**src/rtl/usb_tx_pkg.sv**
```systemverilog
// rtl/usb_tx_pkg.sv - shared types and constants for the USB full-speed transmit path
package usb_tx_pkg;

  typedef enum logic [2:0] {
    IDLE    = 3'd0,
    SYNC    = 3'd1,
    DATA    = 3'd2,
    EOP_SE0 = 3'd3,
    EOP_J   = 3'd4
  } tx_state_e;

  localparam logic [7:0] SYNC_PATTERN = 8'h80;
  localparam int         STUFF_LIMIT  = 6;
  localparam int         EOP_SE0_BITS = 2;

endpackage

```
**src/rtl/usb_tx_nrzi.sv**
```systemverilog
// rtl/usb_tx_nrzi.sv - NRZI line encoder with bit stuffing and SE0/J overrides
module usb_tx_nrzi
  import usb_tx_pkg::*;
(
  input  logic clk,
  input  logic n_rst,
  input  logic stb_i,    // load the next bit-time onto the line
  input  logic bit_i,    // data bit for that bit-time (ignored when stalling)
  input  logic se0_i,    // drive SE0 instead of a data bit
  input  logic idle_i,   // drive J and restart NRZI from J
  output logic dp_o,
  output logic dm_o,
  output logic stall_o   // the next bit-time is a stuffed 0, hold the data bit
);

  logic       level_q, level_d;  // 1 = J, 0 = K
  logic [2:0] ones_q, ones_d;
  logic       dp_q, dp_d, dm_q, dm_d;

  assign stall_o = (ones_q == 3'(STUFF_LIMIT));
  assign dp_o    = dp_q;
  assign dm_o    = dm_q;

  // Next line state: SE0/J overrides leave the ones run alone, stuffed or 0 bits toggle
  always_comb begin
    level_d = level_q;
    ones_d  = ones_q;
    dp_d    = dp_q;
    dm_d    = dm_q;
    if (stb_i) begin
      if (se0_i) begin
        level_d = 1'b1;
        dp_d    = 1'b0;
        dm_d    = 1'b0;
      end else if (idle_i) begin
        level_d = 1'b1;
        dp_d    = 1'b1;
        dm_d    = 1'b0;
      end else begin
        if (stall_o || !bit_i) begin
          level_d = ~level_q;
          ones_d  = 3'd0;
        end else begin
          ones_d  = ones_q + 3'd1;
        end
        dp_d = level_d;
        dm_d = ~level_d;
      end
    end
  end

  // Line and run-length registers
  always_ff @(posedge clk or negedge n_rst) begin
    if (!n_rst) begin
      level_q <= 1'b1;
      ones_q  <= 3'd0;
      dp_q    <= 1'b1;
      dm_q    <= 1'b0;
    end else begin
      level_q <= level_d;
      ones_q  <= ones_d;
      dp_q    <= dp_d;
      dm_q    <= dm_d;
    end
  end

endmodule

```
**src/rtl/usb_tx_serializer.sv**
```systemverilog
// rtl/usb_tx_serializer.sv - USB full-speed packet serializer: SYNC, payload bytes, EOP
module usb_tx_serializer
  import usb_tx_pkg::*;
#(
  parameter int CLKS_PER_BIT = 4
) (
  input  logic       clk,
  input  logic       n_rst,
  input  logic       tx_start,
  input  logic [7:0] tx_data,
  input  logic       tx_data_valid,
  input  logic       tx_last,
  output logic       tx_data_ready,
  output logic       dp_out,
  output logic       dm_out,
  output logic       tx_oe,
  output logic       tx_busy,
  output logic       tx_done,
  output logic       tx_err
);

  localparam int              CNT_W    = (CLKS_PER_BIT > 1) ? $clog2(CLKS_PER_BIT) : 1;
  localparam logic [CNT_W-1:0] CNT_MAX = CNT_W'(CLKS_PER_BIT - 1);
  localparam logic [2:0]      LAST_BIT = 3'd7;
  localparam logic [2:0]      SE0_LAST = 3'(EOP_SE0_BITS - 1);

  tx_state_e        state_q, state_d;
  logic [CNT_W-1:0] cnt_q;
  logic [2:0]       bitcnt_q, bitcnt_d;  // bit index in SYNC/DATA, bit-time count in EOP_SE0
  logic [7:0]       shift_q, shift_d;
  logic             last_q, last_d;
  logic             ready_q, ready_d;
  logic             err_q, err_d;
  logic             done_q, done_d;
  logic             oe_q, busy_q;

  logic             bit_stb;
  logic             stall;
  logic             byte_end;
  logic             can_capture;
  logic             nrzi_stb, nrzi_bit, nrzi_se0, nrzi_idle;

  assign bit_stb     = (state_q != IDLE) && (cnt_q == CNT_MAX);
  // A stuffed bit after bit 7 postpones the capture point by one bit-time
  assign byte_end    = bit_stb && !stall && (bitcnt_q == LAST_BIT);
  assign can_capture = tx_data_valid && !last_q;

  assign tx_data_ready = ready_q;
  assign tx_oe         = oe_q;
  assign tx_busy       = busy_q;
  assign tx_done       = done_q;
  assign tx_err        = err_q;

  usb_tx_nrzi u_nrzi (
    .clk     (clk),
    .n_rst   (n_rst),
    .stb_i   (nrzi_stb),
    .bit_i   (nrzi_bit),
    .se0_i   (nrzi_se0),
    .idle_i  (nrzi_idle),
    .dp_o    (dp_out),
    .dm_o    (dm_out),
    .stall_o (stall)
  );

  // Bit timer: held at 0 in IDLE so the first SYNC bit gets a full bit-time
  always_ff @(posedge clk or negedge n_rst) begin
    if (!n_rst) begin
      cnt_q <= '0;
    end else if (state_q == IDLE || cnt_q == CNT_MAX) begin
      cnt_q <= '0;
    end else begin
      cnt_q <= cnt_q + 1'b1;
    end
  end

  // State, datapath and registered outputs
  always_ff @(posedge clk or negedge n_rst) begin
    if (!n_rst) begin
      state_q  <= IDLE;
      bitcnt_q <= 3'd0;
      shift_q  <= 8'd0;
      last_q   <= 1'b0;
      ready_q  <= 1'b0;
      err_q    <= 1'b0;
      done_q   <= 1'b0;
      oe_q     <= 1'b0;
      busy_q   <= 1'b0;
    end else begin
      state_q  <= state_d;
      bitcnt_q <= bitcnt_d;
      shift_q  <= shift_d;
      last_q   <= last_d;
      ready_q  <= ready_d;
      err_q    <= err_d;
      done_q   <= done_d;
      oe_q     <= (state_d != IDLE);
      busy_q   <= (state_d != IDLE);
    end
  end

  // Next-state: transitions only on a bit strobe, except the start request
  always_comb begin
    state_d = state_q;
    case (state_q)
      IDLE:       if (tx_start) state_d = SYNC;
      SYNC, DATA: if (byte_end) state_d = can_capture ? DATA : EOP_SE0;
      EOP_SE0:    if (bit_stb && bitcnt_q == SE0_LAST) state_d = EOP_J;
      EOP_J:      if (bit_stb) state_d = IDLE;
      default:    state_d = IDLE;
    endcase
  end

  // Per-bit-time actions: choose what the encoder sends next, capture bytes, pulse flags
  always_comb begin
    bitcnt_d  = bitcnt_q;
    shift_d   = shift_q;
    last_d    = last_q;
    ready_d   = 1'b0;
    err_d     = 1'b0;
    done_d    = 1'b0;
    nrzi_stb  = 1'b0;
    nrzi_bit  = 1'b0;
    nrzi_se0  = 1'b0;
    nrzi_idle = 1'b0;
    case (state_q)
      IDLE: begin
        if (tx_start) begin
          nrzi_stb = 1'b1;
          nrzi_bit = SYNC_PATTERN[0];
          shift_d  = {1'b0, SYNC_PATTERN[7:1]};
          bitcnt_d = 3'd0;
          last_d   = 1'b0;
        end
      end
      SYNC, DATA: begin
        if (bit_stb) begin
          nrzi_stb = 1'b1;
          if (!stall) begin
            if (bitcnt_q != LAST_BIT) begin
              nrzi_bit = shift_q[0];
              shift_d  = {1'b0, shift_q[7:1]};
              bitcnt_d = bitcnt_q + 3'd1;
            end else if (can_capture) begin
              nrzi_bit = tx_data[0];
              shift_d  = {1'b0, tx_data[7:1]};
              last_d   = tx_last;
              bitcnt_d = 3'd0;
              ready_d  = 1'b1;
            end else begin
              nrzi_se0 = 1'b1;
              bitcnt_d = 3'd0;
              err_d    = !last_q;
            end
          end
        end
      end
      EOP_SE0: begin
        if (bit_stb) begin
          nrzi_stb = 1'b1;
          if (bitcnt_q == SE0_LAST) begin
            nrzi_idle = 1'b1;
            bitcnt_d  = 3'd0;
          end else begin
            nrzi_se0 = 1'b1;
            bitcnt_d = bitcnt_q + 3'd1;
          end
        end
      end
      EOP_J: begin
        if (bit_stb) begin
          nrzi_stb  = 1'b1;
          nrzi_idle = 1'b1;
          done_d    = 1'b1;
        end
      end
      default: ;
    endcase
  end

endmodule

```
**config.mk**
```make
export PLATFORM = sky130hd
export DESIGN_NAME = usb_tx_serializer
export DESIGN_NICKNAME = d
export VERILOG_FILES = /design/src/rtl/usb_tx_pkg.sv /design/src/rtl/usb_tx_nrzi.sv /design/src/rtl/usb_tx_serializer.sv
export SDC_FILE = /design/constraint.sdc
export NUM_CORES = 1
export LEC_CHECK = 0
export CAP_MARGIN = 20
export CORE_MARGIN = 2
export CORE_UTILIZATION = 59
export CTS_BUF_LIST = sky130_fd_sc_hd__clkbuf_8 sky130_fd_sc_hd__clkbuf_16
export DETAILED_ROUTE_END_ITERATION = 16
export PLACE_DENSITY = 0.92
export SLEW_MARGIN = 20
export SYNTH_ARGS = -nofsm -noshare
export SYNTH_HDL_FRONTEND = slang
export SYNTH_HIERARCHICAL = 1
export SYNTH_SLANG_ARGS = --single-unit
export TNS_END_PERCENT = 5
```
**constraint.sdc**
```tcl
create_clock -name clk -period 5.3 [get_ports clk]
set_input_delay 0.53 -clock clk [delete_from_list [all_inputs] [get_ports clk]]
set_output_delay 0.53 -clock clk [all_outputs]
set_load 0.02 [all_outputs]
```
==> results of run 1 <==
==> cell usage after synthesis, types with 3 or more instances <==
| master | number |
|---|---|
| dfrtp_1 | 24 |
| nor2_1 | 12 |
| nand2_1 | 10 |
| a21oi_1 | 9 |
| mux2i_1 | 9 |
| inv_1 | 7 |
| ha_1 | 6 |
| mux2_2 | 6 |
| o21ai_0 | 6 |
| clkbuf_1 | 5 |
| nor2b_1 | 4 |
| and2_1 | 3 |
| nand2b_1 | 3 |
| nor3_1 | 3 |
| o21ai_1 | 3 |
==> worst register-to-register path, stage by stage (launching register included) <==
cell	delay, ns
dfrtp_1	0.42
ha_1	0.17
ha_1	0.53
inv_1	0.16
or4b_2	0.64
a221oi_1	0.59
or3b_4	0.26
a21oi_2	0.03
o22ai_1	0.16
==> cells by family (layout without fill, tap and decap cells) <==
kind of cell             Yosys count  after routing
AND/OR/NAND/NOR                   56             56
AO/OA/AOI/OAI                     36             36
flip-flops                        26             26
buffers and inverters             16             29
multiplexers                      15             15
adder cells (fa/ha/maj)            6              6
XOR/XNOR                           1              1
==> registers in the layout (all words and copies together), names as in the netlist, 2 cells and up <==
signal	flops
shift_q	7
bitcnt_q	3
state_q	3
u_nrzi/ones_q	3
cnt_q	2
==> cell type report <==
cell class | instances | share of cell area
inverter | 7 | 0.0149
multi-input combinational | 114 | 0.466
clock buffer | 3 | 0.0234
sequential | 26 | 0.369
timing repair buffer | 19 | 0.105
tap | 30 | 0.0212
==> layer usage <==
| layer | routed length, µm | global-route usage | vias up |
|---|---|---|---|
| met2 | 1440 | 0.347 | 36 |
| met4 | 39 | 0.0627 | 0 |
| met3 | 156 | 0.0234 | 5 |
| li1 | - | - | 580 |
| met5 | 0 | 0 | - |
| met1 | 1300 | 0.237 | 578 |
==> worst max path at each step <==
| stage | from | end | depth (start not counted) |
|---|---|---|---|
| floorplan | u_nrzi/ones_q[0] | u_nrzi/ones_q[2] | 8 |
| global placement | bitcnt_q[0] | u_nrzi/ones_q[2] | 8 |
| detailed placement | bitcnt_q[0] | u_nrzi/ones_q[2] | 8 |
| CTS | bitcnt_q[0] | u_nrzi/ones_q[2] | 8 |
| global route | bitcnt_q[0] | u_nrzi/ones_q[2] | 8 |
| finish | bitcnt_q[0] | u_nrzi/ones_q[2] | 8 |
==> per-stage QoR <==
stage / cell area, µm² / util / setup WS (ns) / power [W]
after global routing: 1770 / 0.707 / 2.04 / 0.000738
after detailed placement: 1730 / 0.691 / 2.30 / 0.000589
final: 1770 / 0.707 / 2.27 / 0.000695
after global placement: 1730 / 0.693 / 2.49 / 0.000574
after floorplan: 1560 / - / 2.96 / 0.000514
after CTS: 1770 / 0.707 / 2.28 / 0.000700
==> power by group through the flow <==
| stage | logic, W | clock network [W] | registers [W] |
|---|---|---|---|
| after detailed placement | 0.000285 | 0 | 0.000304 |
| after CTS | 0.000287 | 0.000113 | 0.000300 |
| after global routing | 0.000314 | 0.000119 | 0.000305 |
| after global placement | 0.000275 | 0 | 0.000299 |
| after floorplan | 0.000215 | 0 | 0.000300 |
| final | 0.000287 | 0.000109 | 0.000300 |
==> impl_metrics.yaml, run 1 <==
min_path:
  holdCritPathClass: "in -> async"
placed_design:
  place_congestion: 0.847
  hpwl_um: 2100
  dp.cells: 196
  portBuffers: 19
timing:
  setup_viol: 0
  finalHoldWorstSlack_ns: 0.242
  hold_violations: 0
  rsz0062_at_grt: "false"
  worst_slew_pin_slew_ns: 0.619
  finClkSkew_ns: 0.00333
  post-route-period-util: 0.571
  max_freq_ghz: 0.330
  slew_violations: 0
  fin_tns_setup_ns: 0
  min_period_ns: 3.03
  relSlewSlack: 0.587
cells_and_area:
  final_common_cell: "dfrtp_1"
  layout.nets: 190
  drive_gt1_frac: 0.154
  mostFrequentLayoutCells: "dfrtp_1, clkdlybuf4s50_1, nor2_1"
  multi_input_area_um2: 825
  n_fill_cell: 195
  regArea_um2: 653
  synthToLayoutAreaGrowth_pct: 13.6
  antenna_cells: 0
  fin_cells: 199
yosys:
  synth_cells: 156
  yosys.area_share.simple: 0.211
  synth_ff_type: "dfrtp_1"
  synth_top_cell_by_area: "dfrtp_1"
  synth_top_family_by_area: "simple AND/OR/NAND/NOR gates"
  ys_warn_count: 6
  avgSynthCellArea_um2: 9.98
  synth_area_leaders: "dfrtp_1, mux2i_1, ha_1, mux2_2, dfstp_2"
  synth_cell_types: 49
  synth_fa_ha_area_frac: 0.0482
  synth_compound_area_frac: 0.164
  synth_nets: 175
  synth_edf_count: 0
  synthMuxAreaShare: 0.101
  syn_area_um2: 1560
  synth-seq-cells: 26
  synth.top_cell.area_share: 0.386
  ys_async_sr_fraction: 1.00
  synth_xor_area_frac: 0.00563
  yosysSeqAreaShare: 0.420
clock_tree:
  cts_setup_buffers: 0
  cts.path.max_buffers: 2
  ctsResizeCount: 0
  clk_pin_slew_ns: 0.08
  clock-root-buffer: "clkbuf_8"
  hold_buffers: 0
  h-tree-depth: 1
  clk_latency_ns: 0.27
  cts_tree: "built"
  clock_sinks: 26
  numCtsBuffers: 3
floorplanning:
  fp.dieH_um: 55.4
  die_x_um: 55.4
  rows: 18
  core_um2: 2500
  start_util: 0.623
  io-pin-count: 20
  dieArea_um2: 3060
critical_path:
  rr_endpoint: "u_nrzi/ones_q[2]"
  r2r-start: "bitcnt_q[0]"
  cpMaxStageDelayCell: "or4b_2"
  critical_path_arrival_ns: 3.21
  path_common_cell: "ha_1"
  slowest_delay_ns: 0.64
  required_ns: 5.49
  critPathKind: "reg -> reg"
  path_buf_inv: 1
  cp_top_family: "simple AND/OR/NAND/NOR gates"
  crit_chain: "ha_1 -> ha_1 -> inv_1 -> or4b_2 -> a221oi_1 -> or3b_4 -> a21oi_2 -> o22ai_1"
  start_kind: "flip-flop"
  r2r_setup_slack_ns: 2.27
  crit_fanout: 15
  end_kind: "flip-flop"
  ff2ff_path_depth: 8
power:
  p_per_area_nw_per_um2: 393
  swShare: 0.360
  power_switching_w: 0.000250
  p_comb_frac: 0.412
  internal_power_w: 0.000445
  seq_power_share: 0.432
  p_leak_nw: 0.760
  clkPwrFrac: 0.156
  peakVddDrop_uv: 291
grt:
  grt_pass1_vias: 1123
  antenna_found_initial: 0
  grt_max_degree: 27
  grt_use_total: 0.193
  grt_pass1_wl_um: 4840
  grt.overflow.total: 0
drt:
  drc: 0
  routed-via-count: 1199
  vias_per_cell: 6.03
  antenna_left: 0
  drt_iter0_markers: 40
  drtPass1Iterations: 4
  wire_per_inst_um: 14.7
  wl_um: 2930
outcome:
  outcome: "finished clean"
run:
  drv_cap: 0
Note: power is estimated with default switching activity, not from simulation.
==> run 2: changes to the inputs <==
CORE_UTILIZATION = 49   (was 59)
PLACE_DENSITY = 0.83   (was 0.92)
clock period = 2.5 ns   (was 5.3 ns; I/O delays follow)
==> impl_metrics.yaml, run 2 (same netlist as run 1, synthesis figures left out) <==
critical_path:
  r2r_setup_slack_ns: 0.14
  end_kind: "flip-flop"
  critPathKind: "reg -> reg"
  crit_fanout: 6
  required_ns: 2.66
  crit_chain: "inv_1 -> ha_1 -> and2_1 -> or4b_2 -> a221oi_1 -> buf_4 -> nor2_1 -> nand3_1 -> o22ai_1"
  critical_path_arrival_ns: 2.52
  ff2ff_path_depth: 9
  start_kind: "flip-flop"
  cpMaxStageDelayCell: "or4b_2"
  slowest_delay_ns: 0.64
clock_tree:
  numCtsBuffers: 3
  clock-root-buffer: "clkbuf_8"
  cts_setup_buffers: 0
  cts.path.max_buffers: 2
  cts_tree: "built"
  h-tree-depth: 1
  clock_sinks: 26
  clk_latency_ns: 0.27
  hold_buffers: 0
  ctsResizeCount: 0
  clk_pin_slew_ns: 0.09
timing:
  setup_viol: 0
  finClkSkew_ns: 0.00622
  min_period_ns: 2.36
  post-route-period-util: 0.944
  rsz0062_at_grt: "false"
  setup_slack_ns: 0.140
  fin_tns_setup_ns: 0
  relSlewSlack: 0.738
  slew_violations: 0
  hold_violations: 0
  worst_slew_pin_slew_ns: 0.393
  max_freq_ghz: 0.424
grt:
  grt_max_degree: 27
  antenna_found_initial: 0
  grt_pass1_wl_um: 5110
  grt_pass1_vias: 1231
  grt_use_total: 0.185
  grt.overflow.total: 0
power:
  power_switching_w: 0.000532
  seq_power_share: 0.404
  clkPwrFrac: 0.160
  swShare: 0.354
  p_per_area_nw_per_um2: 812
  p_leak_nw: 0.801
  peakVddDrop_uv: 408
  internal_power_w: 0.000969
  finalPower_w: 0.00150
  p_comb_frac: 0.436
cells_and_area:
  drive_gt1_frac: 0.181
  mostFrequentLayoutCells: "dfrtp_1, clkdlybuf4s50_1, nor2_1"
  n_fill_cell: 251
  layout.nets: 197
  final_common_cell: "dfrtp_1"
  largest_reg_flops: 7
  largest-register: "shift_q"
  regArea_um2: 653
  antenna_cells: 0
  synthToLayoutAreaGrowth_pct: 18.6
  fin_cells: 221
  final_cell_area_um2: 1850
  multi_input_area_um2: 825
floorplanning:
  fp.dieH_um: 60.4
  rows: 20
  dieArea_um2: 3640
  io-pin-count: 20
  die_x_um: 60.4
  core_um2: 3030
  start_util: 0.514
min_path:
  holdCritPathClass: "in -> async"
drt:
  routed-via-count: 1240
  drt_iter0_markers: 45
  drtPass1Iterations: 4
  wl_um: 3020
  antenna_left: 0
  wire_per_inst_um: 13.7
  drc: 0
  vias_per_cell: 5.61
placed_design:
  dp_slack_ns: 0.160
  dp.cells: 217
  hpwl_um: 2290
  postPlaceCellArea_um2: 1800
  portBuffers: 19
  place_congestion: 0.858
run:
  drv_cap: 0
outcome:
  outcome: "finished clean"
run 2: worst max-delay path: cells and delay by family, from the launching register on:
kind            cells  cell delay (ns)
fa+ha+maj           1             0.22
flops               1             0.39
simple gates        4             1.03
buf+inv             2             0.23
compound gates      2             0.36
run 2: worst paths after layout:
| path | startpoint | to |
|---|---|---|
| worst min register to register | cnt_q[0] | cnt_q[0] |
| min in group clk | cnt_q[0] | cnt_q[0] |
| worst max register to register | u_nrzi/ones_q[0] | u_nrzi/ones_q[2] |
| max in group asynchronous | n_rst | u_nrzi/level_q |
| worst min-delay path | n_rst | state_q[1] |
| worst max-delay path | u_nrzi/ones_q[0] | u_nrzi/ones_q[2] |
run 2: layer usage:
layer	track usage	wire length [µm]
met1	0.219	1310
met2	0.342	1550
met3	0.0277	118
met4	0.0603	46
met5	0	0
run 2: area by class of cell:
type,instances,area share
clock inverter,1,0.00203
multi-input combinational,114,0.446
tap,44,0.0298
inverter,7,0.0142
timing repair buffer,26,0.131
clock buffer,3,0.0224
sequential,26,0.354
run 2: power by group through the flow:
stage	sequential [W]	combinational, W	clock, W
after floorplan	0.000635	0.000455	0
after global placement	0.000606	0.000631	0
after detailed placement	0.000617	0.000656	0
after CTS	0.000608	0.000659	0.000250
after global routing	0.000621	0.000727	0.000259
final	0.000606	0.000655	0.000239
run 2: through the flow:
step,util,hold WS [ns]
CTS,0.610,0.343
finish,0.610,0.337
global placement,0.595,0.425
floorplan,-,-0.0456
detailed placement,0.595,0.433
global route,0.610,0.382
==> run 3: changes to the inputs <==
--- a/constraint.sdc
+++ b/constraint.sdc
@@ -3,2 +3,2 @@
 set_output_delay 0.25 -clock clk [all_outputs]
-set_load 0.02 [all_outputs]
+set_load 0.05 [all_outputs]
==> results of run 3 <==
The final DEF is identical to that of run 2. Status: finished clean.
Main changes from that run: total power 0.00150 W -> 0.00157 W; worst IR drop on VDD 408 µV -> 414 µV
